`src/rtl/backdoor_override_ctrl.sv`:
```
// Backdoor override engine between DUT nets and their loads.
// One command at a time: read, deposit, force (held or timed), or release per channel.
module backdoor_override_ctrl #(
  parameter int unsigned NUM_CH = 4,
  parameter int unsigned DATA_W = 32,
  parameter int unsigned CNT_W  = 16,
  localparam int unsigned CH_W  = (NUM_CH > 1) ? $clog2(NUM_CH) : 1
) (
  input  logic                     clk,
  input  logic                     rst,
  input  logic                     cmd_valid,
  output logic                     cmd_ready,
  input  logic [1:0]               cmd_op,
  input  logic [CH_W-1:0]          cmd_ch,
  input  logic [DATA_W-1:0]        cmd_data,
  input  logic [CNT_W-1:0]         cmd_dur,
  output logic                     rsp_valid,
  input  logic                     rsp_ready,
  output logic [DATA_W-1:0]        rsp_data,
  output logic                     rsp_err,
  input  logic [NUM_CH*DATA_W-1:0] hdl_in,
  output logic [NUM_CH*DATA_W-1:0] hdl_out,
  output logic [NUM_CH-1:0]        forced,
  output logic [NUM_CH-1:0]        evt_expire
);

  typedef enum logic [1:0] {ST_IDLE, ST_DEP, ST_HOLD, ST_TIMED} ch_state_e;
  typedef enum logic [1:0] {
    OP_READ    = 2'd0,
    OP_DEPOSIT = 2'd1,
    OP_FORCE   = 2'd2,
    OP_RELEASE = 2'd3
  } op_e;

  ch_state_e         state_q [NUM_CH];
  logic [CNT_W-1:0]  cnt_q   [NUM_CH];
  logic [DATA_W-1:0] val_q   [NUM_CH];
  logic [NUM_CH-1:0] expire_q;
  logic              rsp_valid_q;
  logic              rsp_err_q;
  logic [DATA_W-1:0] rsp_data_q;

  op_e               op;
  logic              accept;
  logic              ch_ok;
  logic              sel_forced;
  logic              cmd_err;
  logic [DATA_W-1:0] sel_in;
  logic [NUM_CH-1:0] ch_hit;

  // Channel decode by compare rather than indexing, so out-of-range cmd_ch selects nothing.
  always_comb begin
    op         = op_e'(cmd_op);
    accept     = cmd_valid && !rsp_valid_q;
    ch_ok      = 1'b0;
    sel_in     = '0;
    sel_forced = 1'b0;
    ch_hit     = '0;
    for (int unsigned k = 0; k < NUM_CH; k++) begin
      if (cmd_ch == CH_W'(k)) begin
        ch_ok      = 1'b1;
        sel_in     = hdl_in[k*DATA_W +: DATA_W];
        sel_forced = (state_q[k] == ST_HOLD) || (state_q[k] == ST_TIMED);
        ch_hit[k]  = accept;
      end
    end
    cmd_err = !ch_ok || ((op == OP_DEPOSIT) && sel_forced);
    ch_hit  = ch_hit & {NUM_CH{!cmd_err}};
  end

  always_comb begin
    forced  = '0;
    hdl_out = hdl_in;
    for (int unsigned k = 0; k < NUM_CH; k++) begin
      forced[k] = (state_q[k] == ST_HOLD) || (state_q[k] == ST_TIMED);
      if (state_q[k] != ST_IDLE) hdl_out[k*DATA_W +: DATA_W] = val_q[k];
    end
  end

  always_ff @(posedge clk) begin
    if (rst) begin
      rsp_valid_q <= 1'b0;
      rsp_err_q   <= 1'b0;
      rsp_data_q  <= '0;
      expire_q    <= '0;
      for (int unsigned k = 0; k < NUM_CH; k++) begin
        state_q[k] <= ST_IDLE;
        cnt_q[k]   <= '0;
        val_q[k]   <= '0;
      end
    end else begin
      if (rsp_valid_q && rsp_ready) rsp_valid_q <= 1'b0;
      if (accept) begin
        rsp_valid_q <= 1'b1;
        rsp_data_q  <= sel_in;
        rsp_err_q   <= cmd_err;
      end
      for (int unsigned k = 0; k < NUM_CH; k++) begin
        expire_q[k] <= 1'b0;
        case (state_q[k])
          ST_DEP:   state_q[k] <= ST_IDLE;
          ST_TIMED: begin
            if (cnt_q[k] == CNT_W'(1)) begin
              state_q[k]  <= ST_IDLE;
              cnt_q[k]    <= '0;
              expire_q[k] <= 1'b1;
            end else begin
              cnt_q[k] <= cnt_q[k] - CNT_W'(1);
            end
          end
          default: ;
        endcase
        // An accepted command is assigned last so it overrides a same-cycle expiry.
        if (ch_hit[k]) begin
          case (op)
            OP_DEPOSIT: begin
              state_q[k] <= ST_DEP;
              val_q[k]   <= cmd_data;
            end
            OP_FORCE: begin
              val_q[k]    <= cmd_data;
              cnt_q[k]    <= cmd_dur;
              state_q[k]  <= (cmd_dur == '0) ? ST_HOLD : ST_TIMED;
              expire_q[k] <= 1'b0;
            end
            OP_RELEASE: begin
              state_q[k]  <= ST_IDLE;
              cnt_q[k]    <= '0;
              expire_q[k] <= 1'b0;
            end
            default: ;
          endcase
        end
      end
    end
  end

  assign cmd_ready  = !rsp_valid_q;
  assign rsp_valid  = rsp_valid_q;
  assign rsp_data   = rsp_data_q;
  assign rsp_err    = rsp_err_q;
  assign evt_expire = expire_q;

endmodule

```
`config.mk`:
```
export PLATFORM = sky130hd
export DESIGN_NAME = backdoor_override_ctrl
export DESIGN_NICKNAME = d
export VERILOG_FILES = /design/src/rtl/backdoor_override_ctrl.sv
export SDC_FILE = /design/constraint.sdc
export NUM_CORES = 1
export LEC_CHECK = 0
export CAP_MARGIN = 15
export CORE_MARGIN = 3
export CORE_UTILIZATION = 30
export CTS_CLUSTER_DIAMETER = 100
export DETAILED_ROUTE_END_ITERATION = 8
export MAX_ROUTING_LAYER = met4
export SLEW_MARGIN = 20
export SYNTH_ARGS = -nofsm -noshare
export SYNTH_HDL_FRONTEND = slang
export SYNTH_SLANG_ARGS = --single-unit
export TNS_END_PERCENT = 100
```
`constraint.sdc`:
```
create_clock -name clk -period 5.3 [get_ports clk]
set_clock_uncertainty 0.15 [all_clocks]
set_input_delay 1.06 -clock clk [delete_from_list [all_inputs] [get_ports clk]]
set_output_delay 1.06 -clock clk [all_outputs]
set_load 0.1 [all_outputs]
```
# Yosys cells after proc, flatten, opt, wreduce, memory -nomap -nowiden
# Memories as Yosys holds them, arrays and structs flattened.
# Cells that the tools add are included.
[classes]
addsub = 4
eq_ne = 22
muxes = 160
bitwise = 45
n_reduce_logical = 19
[ops]
columns = ["cell", "count"]
rows = [
  ["$mux 32", 16],
  ["$mux 16", 16],
  ["$mux 1", 108],
  ["$eq 16x1->1 const B", 4],
  ["$sub 16x1->16 const B", 4],
  ["$or 1x1->1", 44],
  ["$mux 2", 20],
  ["$eq 2x2->1 const B", 12],
  ["$logic_not 16->1", 1],
  ["$eq 2x1->1 const B", 6],
  ["$reduce_bool 2->1", 5],
  ["$logic_or 1x1->1", 5],
  ["$and 4x4->4", 1],
  ["$logic_and 1x1->1", 3],
  ["$logic_not 1->1", 3],
  ["$logic_not 2->1", 1],
  ["$reduce_or 2->1", 1],
]
[word_totals]
regBits = 38
ramBits = 200
inputBits = 184
out_inout_bits = 171
word_cells = 257
n_memories = 3
[memory_table]
columns = ["memory", "depth", "width", "rd", "rd_clocked_by_memory_dff", "wr", "line", "text"]
rows = [
  ["val_q", 4, 32, 4, 0, 4, "37", "logic [DATA_W-1:0] val_q [NUM_CH];"],
  ["cnt_q", 4, 16, 4, 0, 4, "36", "logic [CNT_W-1:0] cnt_q [NUM_CH];"],
  ["state_q", 4, 2, 4, 0, 4, "35", "ch_state_e state_q [NUM_CH];"],
]

# Depth between registers and ports, before layout
# Gate-level depths: netlist (run 1).
[logic_depth]
word_depth = 16
mapped_depth = 8
ltp_nobuf = 7

# Worst setup path before layout (run 1)
# No wires, ideal clock.
[synth_timing]
path_kind = "input port to flip-flop"
from = "input cmd_op[0]"
to = "memory val_q[3][0] (enable)"
setup_time_ps = 428
arrival_time_ps = 3208
required_time_ps = 4722
slack_ps = 1514
path_stages = 4
n_path_buf = 1
path_cell_list = "clkbuf_1 > nand2b_1 > nor2b_1 > o21bai_1"
[synth_rtl]
columns = ["element", "line", "text"]
rows = [
  ["from (decl)", "13", "input logic [1:0] cmd_op,"],
  ["to (decl)", "37", ""],
]

==> Implementation_results.wiki, run 1 <==
{| class="wikitable"
! Metric !! Value
|-
| Critical Path Start Type || flop
|-
| NumNets Final || 1631
|-
| Worst-Margin Slew || 1060 ps
|-
| RSZ-0062 raised after global routing || no
|-
| Critical path arrival || 3260 ps
|-
| Gr usage total || 0.206
|-
| Synth top cells by count || sky130_fd_sc_hd__edfxtp_1 (200), sky130_fd_sc_hd__nand2_1 (137), sky130_fd_sc_hd__and2_1 (129)
|-
| Global Route met1 Usage || 0.277
|-
| Synthesized netlist cell count || 1099
|-
| CP required || 4090 ps
|-
| Die extent in x || 214 um
|-
| TNS Setup || 0 ps
|-
| Critical path, cell by cell || nor2_4 > buf_12 > mux2_2 > clkdlybuf4s50_1
|-
| Critical path capture point type || primary output
|-
| Most used routing layer in global routing || met2
|-
| Fraction of met2 tracks used by global routing || 0.326
|-
| Rel. slew slack || 0.292
|-
| Worst Path Class, Setup || flop to primary output
|-
| Global-route wire length before repair || 69700 um
|-
| Synth-to-layout area growth || 38.6%
|-
| Placement row count || 75
|-
| Proportion of synthesized chip area in sequential cells || 0.521
|-
| Endpoints failing hold || 0
|-
| Final weighted congestion in routability-driven placement || 0.873
|-
| Count of clock tree sinks || 238
|-
| CTS clk-pin slew, worst paths || 60 ps
|-
| Count of cell types in the netlist || 60
|-
| Clk Latency, worst-skew pair || 570 ps
|-
| Port-buffer cells || 354
|-
| M3 GR Usage || 0.0350
|-
| Wirelength per Cell || 23.2 um
|-
| Maximum number of pins on one net before global-route repair || 41
|-
| Area of the die || 45800 um^2
|-
| Final critical path time including I/O delays and setup || 4470 ps
|-
| Die Y || 214 um
|-
| Number of violations of the max-capacitance limit || 0
|-
| Synthesized area divided by synthesized cell count || 11.8 um^2
|-
| Total nets after synthesis || 1291
|-
| Power density of the placed cells || 335 nW/um^2
|-
| Post-route ant nets || 0
|-
| Setup Fix Bufs, Post-CTS || 0
|-
| Fraction of the cycle the final worst path needs || 0.842
|-
| Initial Utilization || 0.307
|-
| Static power due to leakage || 0.00653 uW
|-
| Final setup vio count || 0
|-
| Placement Cell Area || 17000 um^2
|-
| Number of vias in the routed layout || 10300
|-
| Number of design rule violations left after detail routing || 0
|-
| Number of primary I/O pins || 355
|-
| Avg Vias per Cell || 5.06
|-
| Share of the synthesized area in the top cell type || 0.463
|-
| Leading post-synthesis cells by cell area || sky130_fd_sc_hd__edfxtp_1 (46%), sky130_fd_sc_hd__mux2_2 (11%), sky130_fd_sc_hd__and2_1 (6.2%)
|-
| Combined area of all synthesized cells || 13000 um^2
|-
| Floorplan Core Area || 42300 um^2
|-
| Post-synthesis cell type with the largest combined area || sky130_fd_sc_hd__edfxtp_1
|-
| Final std cell area, no fill || 18000 um^2
|-
| Most common cell in the netlist || sky130_fd_sc_hd__edfxtp_1
|-
| Cts repair resizes || 0
|-
| Maximum root-to-sink buffer count || 3
|-
| TritonCTS Buffers || 29
|-
| Cell chosen for the clock root || sky130_fd_sc_hd__clkbuf_16
|-
| Number of search-and-repair iterations in the first detailed-routing pass || 5
|-
| Detailed Route Iter0 Violations || 900
|-
| CP peak stage delay || 970 ps
|-
| Via count of the first global-routing pass || 10700
|-
| Critical Path Fanout Max || 20
|-
| Async SR Flop Fraction || 0
|-
| Total detailed-routing wirelength || 47300 um
|-
| Count of hold buffers inserted by post-cts repair || 0
|-
| EDFF count, synth || 200
|-
| Slowest cell on the critical path || sky130_fd_sc_hd__clkdlybuf4s50_1
|-
| Class of the tightest hold or removal check || flop to flop
|-
| Number of synthesized register bits || 238
|-
| Status || completed
|-
| Synth Warn # || 0
|-
| Highest clock rate || 0.224 GHz
|-
| Ratio of cells with drive above 1 in the final layout || 0.242
|-
| Final HPWL DP || 33500 um
|-
| Synth Flop Type || sky130_fd_sc_hd__edfxtp_1
|-
| CTS tree || built
|-
| Max-slew violation total from the final report || 0
|-
| VDD IR-drop max || 0.239 mV
|-
| Maximum level of the CTS H-tree || 1
|-
| Initial antenna violation count || 2
|-
| Global route overflow || 0
|}
==> power breakdown <==
part / internal, uW / leakage, uW / switching (uW) / total [uW]
Combinational: 506 / 0.00367 / 1260 / 1770
Sequential: 2130 / 0.00239 / 77.5 / 2210
Clock: 1220 / 0.000466 / 836 / 2050
==> layout make-up <==
type                            instances  area, um^2
Fill cell                            4014       24300
Timing Repair Buffer                  374        3490
Multi-Input combinational cell        785        5980
Clock inverter                         21         233
Inverter                               11        41.3
Clock buffer                           33         751
Sequential cell                       238        6770
Tap cell                              577         722
Antenna cell                            1        2.50
==> path summary, 6_finish.rpt <==
kind | from | to | slack (ps) | depth (start not counted)
worst max-delay path | state_q[2][1]$_SDFFCE_PP0P_ | hdl_out[78] | 830 | 4
worst min-delay path | rsp_data[19]$_SDFFE_PP0P_ | rsp_data[19]$_SDFFE_PP0P_ | 300 | 2
worst max register to register | rsp_valid$_SDFFE_PP0P_ | cnt_q[1][13]$_SDFFCE_PP0P_ | 2450 | 6
worst min register to register | rsp_data[19]$_SDFFE_PP0P_ | rsp_data[19]$_SDFFE_PP0P_ | 300 | 2
==> logic make-up after synthesis <==
logic type | after synthesis | synth area share
xor+xnor | 54 | 0.0364
simple gates | 436 | 0.181
mux | 161 | 0.168
compound gates | 126 | 0.0614
fa+ha+maj | 8 | 0.00771
buf+inv | 76 | 0.0241
flops | 238 | 0.521
==> layer usage <==
layer  wire (um)  vias to the layer above
met5           0                        -
met4        1120                        0
met3        3350                       77
met2       22000                      469
met1       20900                     5082
li1            -                     4695
==> metrics by stage <==
step	util	cells	hold slack, ps	setup WS (ps)	power, uW
global placement	0.402	1985	293	1250	4020
CTS	0.425	2039	307	780	6090
finish	0.425	2040	304	835	6030
detailed placement	0.402	1985	299	1230	4020
floorplan	-	1099	403	1510	3470
global route	0.425	2040	326	728	6230
==> cell usage in the layout (no fill, tap or decap), types with 17 or more instances in the layout <==
master                            count
sky130_fd_sc_hd__a21oi_1             40
sky130_fd_sc_hd__a22oi_1             18
sky130_fd_sc_hd__and2_1             129
sky130_fd_sc_hd__buf_4              108
sky130_fd_sc_hd__clkbuf_16           29
sky130_fd_sc_hd__clkdlybuf4s50_1    261
sky130_fd_sc_hd__dfxtp_1             38
sky130_fd_sc_hd__edfxtp_1           200
sky130_fd_sc_hd__mux2_2             128
sky130_fd_sc_hd__mux4_2              33
sky130_fd_sc_hd__nand2_1            137
sky130_fd_sc_hd__nor2_1              59
sky130_fd_sc_hd__nor3_1              17
sky130_fd_sc_hd__o21ai_0             27
sky130_fd_sc_hd__xnor2_1             24
sky130_fd_sc_hd__xor2_1              30
==> critical path: cells and delay by family (launching register included) <==
family	cells	cell delay, ps
buf+inv	2	1240
simple gates	1	580
flops	1	510
mux	1	350
==> registers in the layout, summed over array words and instances (netlist names) <==
register and flops:
cnt_q 64, evt_expire 4, state_q 8, rsp_err 1
rsp_data 32, rsp_valid 1, val_q 128
(Power assumes the default switching activity.)
==> inputs of run 2 (changes only) <==
- clock period: 5.3 -> 4.19 ns (I/O delays scaled with it)
==> Implementation_results.wiki, run 2 (synthesis gave the netlist of run 1 again) <==
{| class="wikitable"
! Metric !! Value
|-
| Setup Fix Bufs, Post-CTS || 0 (unchanged)
|-
| Most frequent cells in the layout || sky130_fd_sc_hd__clkdlybuf4s50_1 (222), sky130_fd_sc_hd__edfxtp_1 (200), sky130_fd_sc_hd__buf_4 (155), sky130_fd_sc_hd__nand2_1 (137), sky130_fd_sc_hd__and2_1 (129) (was sky130_fd_sc_hd__clkdlybuf4s50_1 (261), sky130_fd_sc_hd__edfxtp_1 (200), sky130_fd_sc_hd__nand2_1 (137), sky130_fd_sc_hd__and2_1 (129), sky130_fd_sc_hd__mux2_2 (128))
|-
| Biggest register || val_q (unchanged)
|-
| Number of vias in the routed layout || 10200 (was 10300)
|-
| Maximum level of the CTS H-tree || 1 (unchanged)
|-
| Rel. slew slack || 0.275 (was 0.292)
|-
| Worst-Margin Slew || 1080 ps (was 1060 ps)
|-
| Gr usage total || 0.200 (was 0.206)
|-
| CTS clk-pin slew, worst paths || 60 ps (about the same)
|-
| Critical path arrival || 2790 ps (was 3260 ps)
|-
| Final setup vio count || 0 (unchanged)
|-
| Power density of the placed cells || 417 nW/um^2 (was 335 nW/um^2)
|-
| Static power due to leakage || 0.00660 uW (was 0.00653 uW)
|-
| RSZ-0062 raised after global routing || no (unchanged)
|-
| Floorplan Core Area || 42300 um^2 (unchanged)
|-
| Die extent in x || 214 um (unchanged)
|-
| Final weighted congestion in routability-driven placement || 0.894 (was 0.873)
|-
| Initial antenna violation count || 1 (was 2)
|-
| Endpoints failing hold || 0 (unchanged)
|-
| Worst hold path endpoint || rsp_data[2]$_SDFFE_PP0P_ (was rsp_data[19]$_SDFFE_PP0P_)
|-
| Class of the tightest hold or removal check || flop to flop (unchanged)
|-
| VDD IR-drop max || 0.247 mV (was 0.239 mV)
|-
| Total detailed-routing wirelength || 45600 um (was 47300 um)
|-
| Clk Latency, worst-skew pair || 550 ps (was 570 ps)
|-
| Synth-to-layout area growth || 37.8% (was 38.6%)
|-
| Area of the die || 45800 um^2 (unchanged)
|-
| Initial Utilization || 0.307 (unchanged)
|-
| Global Route met1 Usage || 0.259 (was 0.277)
|-
| Number of violations of the max-capacitance limit || 0 (unchanged)
|-
| Largest delay contributor family on the critical path || simple AND/OR/NAND/NOR gates (was buffers and inverters)
|-
| Max FFs per register || 128 (unchanged)
|-
| NumNets Final || 1639 (was 1631)
|-
| Overall power after layout || 7460 uW (was 6030 uW)
|-
| Cell chosen for the clock root || sky130_fd_sc_hd__clkbuf_16 (unchanged)
|-
| Max-slew violation total from the final report || 0 (unchanged)
|-
| Port-buffer cells || 354 (unchanged)
|-
| Global-route wire length before repair || 68000 um (was 69700 um)
|-
| Maximum number of pins on one net before global-route repair || 45 (was 41)
|-
| Final critical path time including I/O delays and setup || 3780 ps
|-
| TNS Setup || 0 ps (unchanged)
|-
| Slowest cell on the critical path || sky130_fd_sc_hd__nor2_4 (was sky130_fd_sc_hd__clkdlybuf4s50_1)
|-
| Maximum root-to-sink buffer count || 3 (unchanged)
|-
| M3 GR Usage || 0.0298 (was 0.0350)
|-
| Number of design rule violations left after detail routing || 0 (unchanged)
|-
| Buffer and inverter count on the worst path || 2 (unchanged)
|-
| Status || completed (unchanged)
|-
| Global route overflow || 0 (unchanged)
|-
| Most used routing layer in global routing || met2 (unchanged)
|-
| Commonest non-fill, non-tap cell in the layout || sky130_fd_sc_hd__clkdlybuf4s50_1 (unchanged)
|-
| Critical Path Fanout Max || 20 (unchanged)
|-
| CTS tree || built (unchanged)
|-
| Cts repair resizes || 0 (unchanged)
|-
| Ratio of cells with drive above 1 in the final layout || 0.271 (was 0.242)
|-
| Critical path, cell by cell || nor2_4 > buf_4 > mux2_2 > buf_4 (was nor2_4 > buf_12 > mux2_2 > clkdlybuf4s50_1)
|-
| Final HPWL DP || 34200 um (was 33500 um)
|-
| CP peak stage delay || 720 ps (was 970 ps)
|-
| Worst Hold Launch || rsp_data[2]$_SDFFE_PP0P_ (was rsp_data[19]$_SDFFE_PP0P_)
|-
| Count of clock tree sinks || 238 (unchanged)
|-
| Critical path capture point type || primary output (unchanged)
|-
| Fraction of the cycle the final worst path needs || 0.902
|-
| Placement row count || 75 (unchanged)
|-
| Post-route ant nets || 0 (unchanged)
|-
| CP required || 3200 ps (was 4090 ps)
|-
| Number of cells on the worst hold path || 2 (unchanged)
|-
| Worst reg2reg setup slack || 1420 ps (was 2450 ps)
|-
| Fraction of met2 tracks used by global routing || 0.334 (was 0.326)
|-
| Via count of the first global-routing pass || 10600 (was 10700)
|-
| Number of search-and-repair iterations in the first detailed-routing pass || 5 (unchanged)
|-
| Avg Vias per Cell || 4.98 (was 5.06)
|-
| Worst r2r path cells || 5 (was 6)
|-
| Count of filler cells inserted in the layout || 4022 (was 4014)
|-
| Reg-to-reg endpoint || cnt_q[0][4]$_SDFFCE_PP0P_ (was cnt_q[1][13]$_SDFFCE_PP0P_)
|-
| Critical Path Start Type || flop (unchanged)
|-
| TritonCTS Buffers || 29 (unchanged)
|-
| Reg-to-Reg Start || cnt_q[0][8]$_SDFFCE_PP0P_ (was rsp_valid$_SDFFE_PP0P_)
|-
| Number of primary I/O pins || 355 (unchanged)
|-
| Worst Path Class, Setup || flop to primary output (unchanged)
|-
| Die Y || 214 um (unchanged)
|-
| Count of hold buffers inserted by post-cts repair || 0 (unchanged)
|-
| Detailed Route Iter0 Violations || 772 (was 900)
|-
| Highest clock rate || 0.265 GHz
|-
| Cell mode on critical path || sky130_fd_sc_hd__buf_4
|-
| Wirelength per Cell || 22.3 um (was 23.2 um)
|}
==> run 2: worst max-delay path by stage <==
stage / startpoint / end / depth (start not counted)
finish: state_q[3][1]$_SDFFCE_PP0P_ / hdl_out[105] / 4
global placement: cmd_valid / val_q[1][16]$_SDFFCE_PN0P_ / 6
detailed placement: cmd_op[1] / cnt_q[3][14]$_SDFFCE_PP0P_ / 7
global route: state_q[3][1]$_SDFFCE_PP0P_ / hdl_out[105] / 4
floorplan: cmd_op[0] / val_q[3][0]$_DFFE_PP_ / 4
CTS: state_q[3][1]$_SDFFCE_PP0P_ / hdl_out[105] / 4
==> run 2: report_power, final <==
group / switching (uW) / internal, uW
Clock: 1040 / 1400
Combinational: 1590 / 633
Sequential: 99.7 / 2700
==> run 2: stage by stage <==
stage,setup slack [ps],util,hold WS (ps),area (um^2),instances
2_1_floorplan,626,-,403,13000,1099
3_3_place_gp,810,0.401,291,17000,1993
3_5_place_dp,729,0.401,298,17000,1993
4_1_cts,345,0.422,305,17900,2047
5_1_grt,280,0.422,327,17900,2048
6_report,412,0.422,304,17900,2048
==> run 2: tightest hold or removal path, cell delays in order, from the launching register on <==
cell	delay, ps
sky130_fd_sc_hd__dfxtp_1	310
sky130_fd_sc_hd__nand2_1	50
sky130_fd_sc_hd__a21oi_1	50
==> run 2: layer usage <==
| metal | up-vias | routed length (um) |
|---|---|---|
| met5 | - | 0 |
| met4 | 0 | 924 |
| met3 | 54 | 3110 |
| met2 | 438 | 22300 |
| met1 | 4975 | 19300 |
| li1 | 4725 | - |
==> run 2: final cells by class <==
type	instances	area, um^2	share of cell area
antenna	1	2.50	0.000140
multi-input combinational	785	5970	0.334
clock inverter	21	180	0.0101
inverter	11	41.3	0.00231
tap	577	722	0.0404
timing repair buffer	382	3460	0.193
sequential	238	6770	0.378
clock buffer	33	741	0.0414
==> inputs of run 3 (changes only) <==
- CORE_MARGIN: 3 -> 4
==> Implementation_results.wiki, run 3 (synthesis gave the netlist of run 1 again) <==
{| class="wikitable"
! Metric !! Value
|-
| Ratio of cells with drive above 1 in the final layout || 0.271 (about the same)
|-
| Maximum root-to-sink buffer count || 3 (unchanged)
|-
| Status || completed (unchanged)
|-
| Most frequent cells in the layout || sky130_fd_sc_hd__clkdlybuf4s50_1 (221), sky130_fd_sc_hd__edfxtp_1 (200), sky130_fd_sc_hd__buf_4 (151), sky130_fd_sc_hd__nand2_1 (137), sky130_fd_sc_hd__and2_1 (129) (was sky130_fd_sc_hd__clkdlybuf4s50_1 (222), sky130_fd_sc_hd__edfxtp_1 (200), sky130_fd_sc_hd__buf_4 (155), sky130_fd_sc_hd__nand2_1 (137), sky130_fd_sc_hd__and2_1 (129))
|-
| Global-route wire length before repair || 68600 um (was 68000 um)
|-
| Initial Utilization || 0.307 (unchanged)
|-
| Worst-Margin Slew || 1060 ps (was 1080 ps)
|-
| Count of clock tree sinks || 238 (unchanged)
|-
| Final critical path time including I/O delays and setup || 3640 ps (was 3780 ps)
|-
| Synth-to-layout area growth || 38.1% (was 37.8%)
|-
| Static power due to leakage || 0.00660 uW (about the same)
|-
| Maximum number of pins on one net before global-route repair || 60 (was 45)
|-
| Max FFs per register || 128 (unchanged)
|-
| Max-slew violation total from the final report || 0 (unchanged)
|-
| Via count of the first global-routing pass || 10700 (was 10600)
|-
| Total detailed-routing wirelength || 47100 um (was 45600 um)
|-
| Count of filler cells inserted in the layout || 4023 (was 4022)
|-
| CTS clk-pin slew, worst paths || 60 ps (about the same)
|-
| TritonCTS Buffers || 30 (was 29)
|-
| CTS tree || built (unchanged)
|-
| Number of search-and-repair iterations in the first detailed-routing pass || 5 (unchanged)
|-
| Final HPWL DP || 34500 um (was 34200 um)
|-
| Area of the die || 46600 um^2 (was 45800 um^2)
|-
| Commonest non-fill, non-tap cell in the layout || sky130_fd_sc_hd__clkdlybuf4s50_1 (unchanged)
|-
| Biggest register || val_q (unchanged)
|-
| CP required || 3200 ps (about the same)
|-
| Port-buffer cells || 354 (unchanged)
|-
| Rel. slew slack || 0.291 (was 0.275)
|-
| End-of-flow core utilization || 0.423 (was 0.422)
|-
| Gr usage total || 0.199 (was 0.200)
|-
| Final weighted congestion in routability-driven placement || 0.876 (was 0.894)
|-
| Critical path capture point type || primary output (unchanged)
|-
| Die Y || 216 um (was 214 um)
|-
| Wirelength per Cell || 22.9 um (was 22.3 um)
|-
| Avg Vias per Cell || 5.03 (was 4.98)
|-
| Clk Latency, worst-skew pair || 570 ps (was 550 ps)
|-
| VDD IR-drop max || 0.298 mV (was 0.247 mV)
|-
| Cell chosen for the clock root || sky130_fd_sc_hd__clkbuf_16 (unchanged)
|-
| Number of primary I/O pins || 355 (unchanged)
|-
| Final setup vio count || 0 (unchanged)
|-
| RSZ-0062 raised after global routing || no (unchanged)
|-
| Number of design rule violations left after detail routing || 0 (unchanged)
|-
| Critical Path Fanout Max || 17 (was 20)
|-
| Detailed Route Iter0 Violations || 793 (was 772)
|-
| Fraction of the cycle the final worst path needs || 0.868 (was 0.902)
|-
| Cts repair resizes || 0 (unchanged)
|-
| Setup Fix Bufs, Post-CTS || 0 (unchanged)
|-
| Post-route ant nets || 0 (unchanged)
|-
| Count of hold buffers inserted by post-cts repair || 0 (unchanged)
|-
| NumNets Final || 1638 (was 1639)
|-
| Maximum level of the CTS H-tree || 1 (unchanged)
|-
| Placement row count || 75 (unchanged)
|-
| Class of the tightest hold or removal check || flop to flop (unchanged)
|-
| Number of violations of the max-capacitance limit || 0 (unchanged)
|-
| Worst Path Class, Setup || flop to primary output (unchanged)
|-
| Initial antenna violation count || 5 (was 1)
|-
| Die extent in x || 216 um (was 214 um)
|-
| TNS Setup || 0 ps (unchanged)
|-
| Highest clock rate || 0.275 GHz (was 0.265 GHz)
|-
| Number of vias in the routed layout || 10300 (was 10200)
|-
| Global route overflow || 0 (unchanged)
|-
| Power density of the placed cells || 417 nW/um^2 (about the same)
|-
| Endpoints failing hold || 0 (unchanged)
|-
| Floorplan Core Area || 42300 um^2 (unchanged)
|-
| Critical Path Start Type || flop (unchanged)
|-
| Critical path arrival || 2650 ps (was 2790 ps)
|}
## run 3: where the power goes
| part | internal (uW) | total (uW) | switching [uW] | leakage [uW] |
|---|---|---|---|---|
| clock | 1360 | 2440 | 1080 | 0.000454 |
| combinational | 636 | 2230 | 1600 | 0.00375 |
| sequential | 2700 | 2800 | 98.8 | 0.00239 |
| total | 4700 | 7470 | 2770 | 0.00660 |
## run 3: worst max-delay path, cell delays in order (launching register included)
cell                       delay [ps]
sky130_fd_sc_hd__edfxtp_1         540
sky130_fd_sc_hd__nor2_4           660
sky130_fd_sc_hd__buf_12           260
sky130_fd_sc_hd__mux2_2           360
sky130_fd_sc_hd__buf_4            230
## run 3: routing by layer
metal / global-route usage / vias up / part of all wire
li1: - / 4695 / -
met1: 0.253 / 5036 / 0.41
met2: 0.323 / 514 / 0.48
met3: 0.0439 / 79 / 0.077
met4: 0.0544 / 0 / 0.029
met5: - / - / 0
## run 3: path summary, 6_finish.rpt
| check | start | endpoint | slack (ps) | cells after the start |
|---|---|---|---|---|
| max reg2reg | cnt_q[0][8]$_SDFFCE_PP0P_ | cnt_q[0][4]$_SDFFCE_PP0P_ | 1520 | 5 |
| max | state_q[3][1]$_SDFFCE_PP0P_ | hdl_out[123] | 550 | 4 |
| min reg2reg | rsp_data[21]$_SDFFE_PP0P_ | rsp_data[21]$_SDFFE_PP0P_ | 310 | 2 |
| min | rsp_data[21]$_SDFFE_PP0P_ | rsp_data[21]$_SDFFE_PP0P_ | 310 | 2 |
## run 3: layout make-up
| class | count | area [um^2] | share of cell area |
|---|---|---|---|
| flip-flops and latches | 238 | 6770 | 0.378 |
| well taps | 577 | 722 | 0.0403 |
| diodes | 5 | 12.5 | 0.000698 |
| clock inverters | 19 | 136 | 0.00761 |
| multi-input cells | 785 | 5970 | 0.333 |
| clock buffers | 37 | 797 | 0.0445 |
| repair buffers | 380 | 3480 | 0.194 |
| inverters | 11 | 41.3 | 0.00230 |
## run 3: stage by stage
| stage | total power, uW | setup WS (ps) | hold slack, ps | std cells | cell area [um^2] |
|---|---|---|---|---|---|
| finish | 7470 | 555 | 306 | 2052 | 17900 |
| global placement | 5080 | 807 | 293 | 1991 | 17000 |
| detailed placement | 5080 | 745 | 299 | 1991 | 17000 |
| floorplan | 4390 | 626 | 403 | 1099 | 13000 |
| CTS | 7540 | 526 | 307 | 2047 | 17900 |
| global route | 7710 | 479 | 329 | 2052 | 17900 |
